## src/rtl/wave_select_sync.sv

```systemverilog
// Glitch-free DAC waveform selector: channel changes wait for the next phase wrap, or for a timeout.
// Optional linear crossfade between channels when WAVE_SELECT_CROSSFADE_EN is defined.
module wave_select_sync #(
  parameter int WIDTH       = 16,
  parameter int NUM_CH      = 4,
  parameter int SEL_W       = 2,
  parameter int DEFAULT_SEL = 1,
  parameter int TIMEOUT     = 4096,
  parameter int FADE_LOG2   = 4
) (
  input  logic                    clk,
  input  logic                    reset,
  input  logic                    sample_en,
  input  logic                    phase_wrap,
  input  logic [NUM_CH*WIDTH-1:0] ch_data,
  input  logic [SEL_W-1:0]        sel_req,
  input  logic                    sel_load,
  output logic [WIDTH-1:0]        sig_out,
  output logic [SEL_W-1:0]        active_sel,
  output logic                    busy,
  output logic                    sel_err
);

  localparam int TCNT_W = $clog2(TIMEOUT + 1);
  localparam logic [SEL_W:0] NCH = (SEL_W+1)'(NUM_CH);
  localparam logic [TCNT_W-1:0] TLAST = TCNT_W'(TIMEOUT - 1);

  if (NUM_CH < 2 || TIMEOUT < 1 || FADE_LOG2 < 1 || DEFAULT_SEL >= NUM_CH) begin : g_bad_cfg
    $error("wave_select_sync: illegal parameter combination");
  end

  typedef enum logic [1:0] {
    IDLE    = 2'd0,
    PENDING = 2'd1
`ifdef WAVE_SELECT_CROSSFADE_EN
    , FADE  = 2'd2
`endif
  } state_t;

  state_t              state, state_n;
  logic [SEL_W-1:0]    pend_sel, pend_n, active_n;
  logic [TCNT_W-1:0]   tcnt, tcnt_n;
  logic [WIDTH-1:0]    out_n;
  logic                err_n, req_ok, fire;

  function automatic logic [WIDTH-1:0] pick(input logic [NUM_CH*WIDTH-1:0] d,
                                            input logic [SEL_W-1:0] s);
    logic [WIDTH-1:0] v;
    v = '0;
    for (int i = 0; i < NUM_CH; i++) begin
      if (s == SEL_W'(i)) v = d[i*WIDTH +: WIDTH];
    end
    return v;
  endfunction

`ifdef WAVE_SELECT_CROSSFADE_EN
  localparam int AW = WIDTH + FADE_LOG2 + 1;
  localparam logic [FADE_LOG2:0] WGT = (FADE_LOG2+1)'(1 << FADE_LOG2);
  localparam logic [FADE_LOG2-1:0] KLAST = '1;

  logic [SEL_W-1:0]     old_sel, old_n;
  logic [FADE_LOG2-1:0] k, k_n;
  logic                 pend_vld, pv_n;
  logic [AW-1:0]        acc;

  // Weighted sum cannot overflow AW bits: the weights always add up to 2^F.
  always_comb begin
    acc = AW'(pick(ch_data, old_sel)) * AW'(WGT - {1'b0, k})
        + AW'(pick(ch_data, active_sel)) * AW'(k);
  end
`endif

  always_comb begin
    req_ok   = sel_load && ({1'b0, sel_req} < NCH);
    fire     = (state == PENDING) && sample_en && (phase_wrap || tcnt == TLAST);
    state_n  = state;
    pend_n   = pend_sel;
    tcnt_n   = tcnt;
    active_n = active_sel;
    out_n    = sig_out;
    err_n    = sel_load && !req_ok;
`ifdef WAVE_SELECT_CROSSFADE_EN
    old_n    = old_sel;
    k_n      = k;
    pv_n     = pend_vld;
`endif
    case (state)
      IDLE: begin
        if (req_ok && sel_req != active_sel) begin
          state_n = PENDING;
          pend_n  = sel_req;
          tcnt_n  = '0;
        end
      end
      PENDING: begin
        if (fire) begin
          active_n = pend_sel;
`ifdef WAVE_SELECT_CROSSFADE_EN
          state_n = FADE;
          old_n   = active_sel;
          k_n     = '0;
          pv_n    = req_ok && sel_req != pend_sel;
          if (req_ok) pend_n = sel_req;
`else
          // A same-cycle request is judged against the channel just switched to.
          if (req_ok && sel_req != pend_sel) begin
            pend_n = sel_req;
            tcnt_n = '0;
          end else begin
            state_n = IDLE;
          end
`endif
        end else begin
          if (sample_en) tcnt_n = tcnt + 1'b1;
          if (req_ok) begin
            if (sel_req == active_sel) state_n = IDLE;
            else pend_n = sel_req;
          end
        end
      end
`ifdef WAVE_SELECT_CROSSFADE_EN
      FADE: begin
        if (req_ok) begin
          pend_n = sel_req;
          pv_n   = 1'b1;
        end
        if (sample_en) begin
          if (k == KLAST) begin
            if (pv_n && pend_n != active_sel) begin
              state_n = PENDING;
              tcnt_n  = '0;
            end else begin
              state_n = IDLE;
            end
            pv_n = 1'b0;
          end else begin
            k_n = k + 1'b1;
          end
        end
      end
`endif
      default: state_n = IDLE;
    endcase

    if (sample_en) begin
`ifdef WAVE_SELECT_CROSSFADE_EN
      if (state == FADE) out_n = acc[FADE_LOG2 +: WIDTH];
      else out_n = pick(ch_data, active_sel);
`else
      out_n = pick(ch_data, fire ? pend_sel : active_sel);
`endif
    end
  end

  always_ff @(posedge clk) begin
    if (reset) begin
      state      <= IDLE;
      pend_sel   <= SEL_W'(DEFAULT_SEL);
      tcnt       <= '0;
      active_sel <= SEL_W'(DEFAULT_SEL);
      sig_out    <= '0;
      busy       <= 1'b0;
      sel_err    <= 1'b0;
`ifdef WAVE_SELECT_CROSSFADE_EN
      old_sel    <= SEL_W'(DEFAULT_SEL);
      k          <= '0;
      pend_vld   <= 1'b0;
`endif
    end else begin
      state      <= state_n;
      pend_sel   <= pend_n;
      tcnt       <= tcnt_n;
      active_sel <= active_n;
      sig_out    <= out_n;
      busy       <= (state_n != IDLE);
      sel_err    <= err_n;
`ifdef WAVE_SELECT_CROSSFADE_EN
      old_sel    <= old_n;
      k          <= k_n;
      pend_vld   <= pv_n;
`endif
    end
  end

endmodule

```

## config.mk

```make
export PLATFORM = sky130hd
export DESIGN_NAME = wave_select_sync
export DESIGN_NICKNAME = d
export VERILOG_FILES = /design/src/rtl/wave_select_sync.sv
export SDC_FILE = /design/constraint.sdc
export NUM_CORES = 1
export LEC_CHECK = 0
export BUFFER_PORTS_ARGS = -buffer_cell sky130_fd_sc_hd__buf_2
export CAP_MARGIN = 20
export CELL_PAD_IN_SITES_DETAIL_PLACEMENT = 0
export CELL_PAD_IN_SITES_GLOBAL_PLACEMENT = 1
export CORE_ASPECT_RATIO = 0.8
export CORE_MARGIN = 1.5
export CORE_UTILIZATION = 33
export CTS_BUF_LIST = sky130_fd_sc_hd__clkbuf_4 sky130_fd_sc_hd__clkbuf_8
export CTS_CLUSTER_DIAMETER = 50
export DETAILED_ROUTE_END_ITERATION = 12
export PLACE_DENSITY = 0.86
export SLEW_MARGIN = 0
export SYNTH_ARGS = -nofsm -noshare
export SYNTH_HDL_FRONTEND = slang
export SYNTH_SLANG_ARGS = --single-unit
```

## constraint.sdc

```tcl
create_clock -name clk -period 2.38 [get_ports clk]
set_input_delay 0.595 -clock clk [delete_from_list [all_inputs] [get_ports clk]]
set_output_delay 0.595 -clock clk [all_outputs]
set_load 0.005 [all_outputs]
```

==> flow_summary.ini <==
[drt]
dr_total_vias = 2495
drtIter0Drc = 114
wl_per_cell_um = 14.0
wl_mm = 6.52
dr.pass1.iters = 4
viasPerCell = 5.37
route.detailed.drc = 0
final_antenna_net_count = 0

[sta]
rsz0062_at_grt = true
finalHoldViolCount = 0
setup_viol = 0
finalMaxSlewViolations = 0
skew_ps = 5.89
clock.fmax_mhz = 445
min_period_ps = 2250
setup_ws_ps = 135
tns_ps = 0
finalCritPeriodShare_pct = 94.3

[setup_path]
cp.required_ps = 2570
reg2reg_to = sig_out[13]
cp_max_fo = 9
r2r_slack_ps = 130
r2r-start = tcnt[0]
endpoint_kind = register
worstPathArrival_ps = 2440
critical_path.startpoint_type = register
r2r_cells = 7
path_class = register to register

[synth]
synth_cell_type_count = 48
yosysWarnings = 0
yosys.area.top_type_share_pct = 30.9
synthCells = 281
yosys.area.top_type = dfxtp_1
synth_common_cells = dfxtp_1, nor2_1, a21oi_1
yosys.cell_count.top_type = dfxtp_1
synth_edf_count = 0
syn_area_per_cell_um2 = 8.31
synth_seq_cells = 36
yosysSeqAreaShare_pct = 30.9
syn_area_um2 = 2330
ys_top_cells_by_area = dfxtp_1, mux2i_1, a311oi_1
synth-main-ff-cell = dfxtp_1
async_flop_share_pct = 0

[cts]
clock_latency_ps = 290
cts-root-buf = clkbuf_8
cts.clk_slew.worst_paths_ps = 70
clockBufferDepth = 2
holdBufCountCts = 0
numCtsBuffers = 5
cts_sinks = 36
htreeDepth = 2
cts_tree = built

[placement]
pre_cts_ws_ps = -63.4
numPortBuffers = 89
hpwl_mm = 4.89
place_congestion = 0.832

[global_routing]
antenna_found_initial = 0
overflow = 0
grt_pass1_vias = 2185
grt_usage_pct = 16.6
grt_pass1_wl_mm = 10.4
grt_start_max_net_pins = 26

[pwr]
irDropWorstVdd_mv = 0.211
p_leak_nw = 1.40
power_density_nw_per_um2 = 421

[worst_hold_path]
hold_start = sig_out[12]
worstHoldPathCells = 2
hold_end = sig_out[12]
hold_class = register to register

[cells_and_area]
nets = 450
drive_gt1_share_pct = 33.1
post-route-util_pct = 44.5
area.growth.synth_to_final_pct = 30.7
diodes = 0

[floorplanning]
start_util_pct = 34.0
die_h_um = 78.2
core_area_um2 = 6860
dieWidth_um = 97.0
die_area_um2 = 7590
rows = 27
io_pins = 91

[status]
status = finished clean

[flow_run]
max_cap_violations = 0
[state kept, by name, indices dropped and copies added, names as in the netlist]
| signal | cells |
|---|---|
| active_sel | 2 |
| busy | 1 |
| pend_sel | 2 |
| sig_out | 16 |
| state | 2 |
| tcnt | 13 |
[cells in the final DEF (no fill, tap or decap), drive strengths merged, types with 3 or more instances in the layout]
| cell type | count |
|---|---|
| a21oi | 25 |
| xor2 | 13 |
| dfxtp | 36 |
| nand3b | 4 |
| o21ai | 12 |
| nand2 | 23 |
| buf | 108 |
| a221oi | 9 |
| inv | 3 |
| a311oi | 16 |
| a21o | 9 |
| nand3 | 12 |
| mux2i | 23 |
| a22oi | 8 |
| nor2 | 27 |
| clkbuf | 6 |
| nor4 | 3 |
| o211ai | 7 |
| o2111ai | 3 |
[power breakdown]
group	leakage [nW]	switching, mW	internal [mW]
Clock	0.0445	0.217	0.211
Sequential	0.295	0.0176	0.626
Combinational	1.06	0.104	0.109
[kinds of logic after synthesis]
logic type	share of synthesized area [%]
other cells	0.161
simple gates	19.7
flops	30.9
mux	10.4
fa+ha+maj	0.536
xor+xnor	5.25
compound gates	28.0
buf+inv	5.04
[through the flow]
step / instances / total power [mW] / instance area (um^2) / hold WS (ps)
finish: 465 / 1.28 / 3050 / 485
global route: 465 / 1.35 / 3050 / 512
detailed placement: 456 / 0.870 / 2940 / 476
floorplan: 282 / 0.761 / 2350 / 470
CTS: 463 / 1.30 / 3020 / 488
global placement: 456 / 0.867 / 2940 / 470
[metal layers]
| layer | track usage [%] | up-vias | wire length, um |
|---|---|---|---|
| met5 | 0 | - | 0 |
| met4 | 5.22 | 0 | 72 |
| met3 | 2.23 | 7 | 362 |
| met2 | 26.0 | 80 | 2960 |
| met1 | 23.5 | 1157 | 3130 |
| li1 | - | 1251 | - |
[what timing repair did]
action	in CTS	in global routing
gates resized for setup	0	2
buffers inserted	0	1
endpoints found under the setup margin	0	13
[how the worst max path moves through the flow]
stage / to / depth (start not counted) / start
finish: sig_out[13] / 7 / tcnt[0]
global route: sig_out[13] / 7 / tcnt[0]
CTS: sig_out[13] / 7 / tcnt[0]
detailed placement: sig_out[13] / 7 / sample_en
global placement: sig_out[10] / 7 / sample_en
floorplan: sig_out[15] / 10 / sample_en
[worst max-delay path: stages (launching register included)]
cell and delay (ps):
dfxtp_1 390, ha_1 220, nand3b_1 140, or4_4 520, mux2_4 390, nand2_4 130, a21oi_1 80, a311oi_1 280
[layout make-up]
cell class	instances	area, um^2
clock buffers	6	76.3
clock inverters	1	5.00
fillers	709	3810
inverters	4	15.0
multi-input cells	223	1530
flip-flops and latches	36	721
well taps	87	109
repair buffers	108	601
No activity file was read; power rests on OpenSTA's default activity.
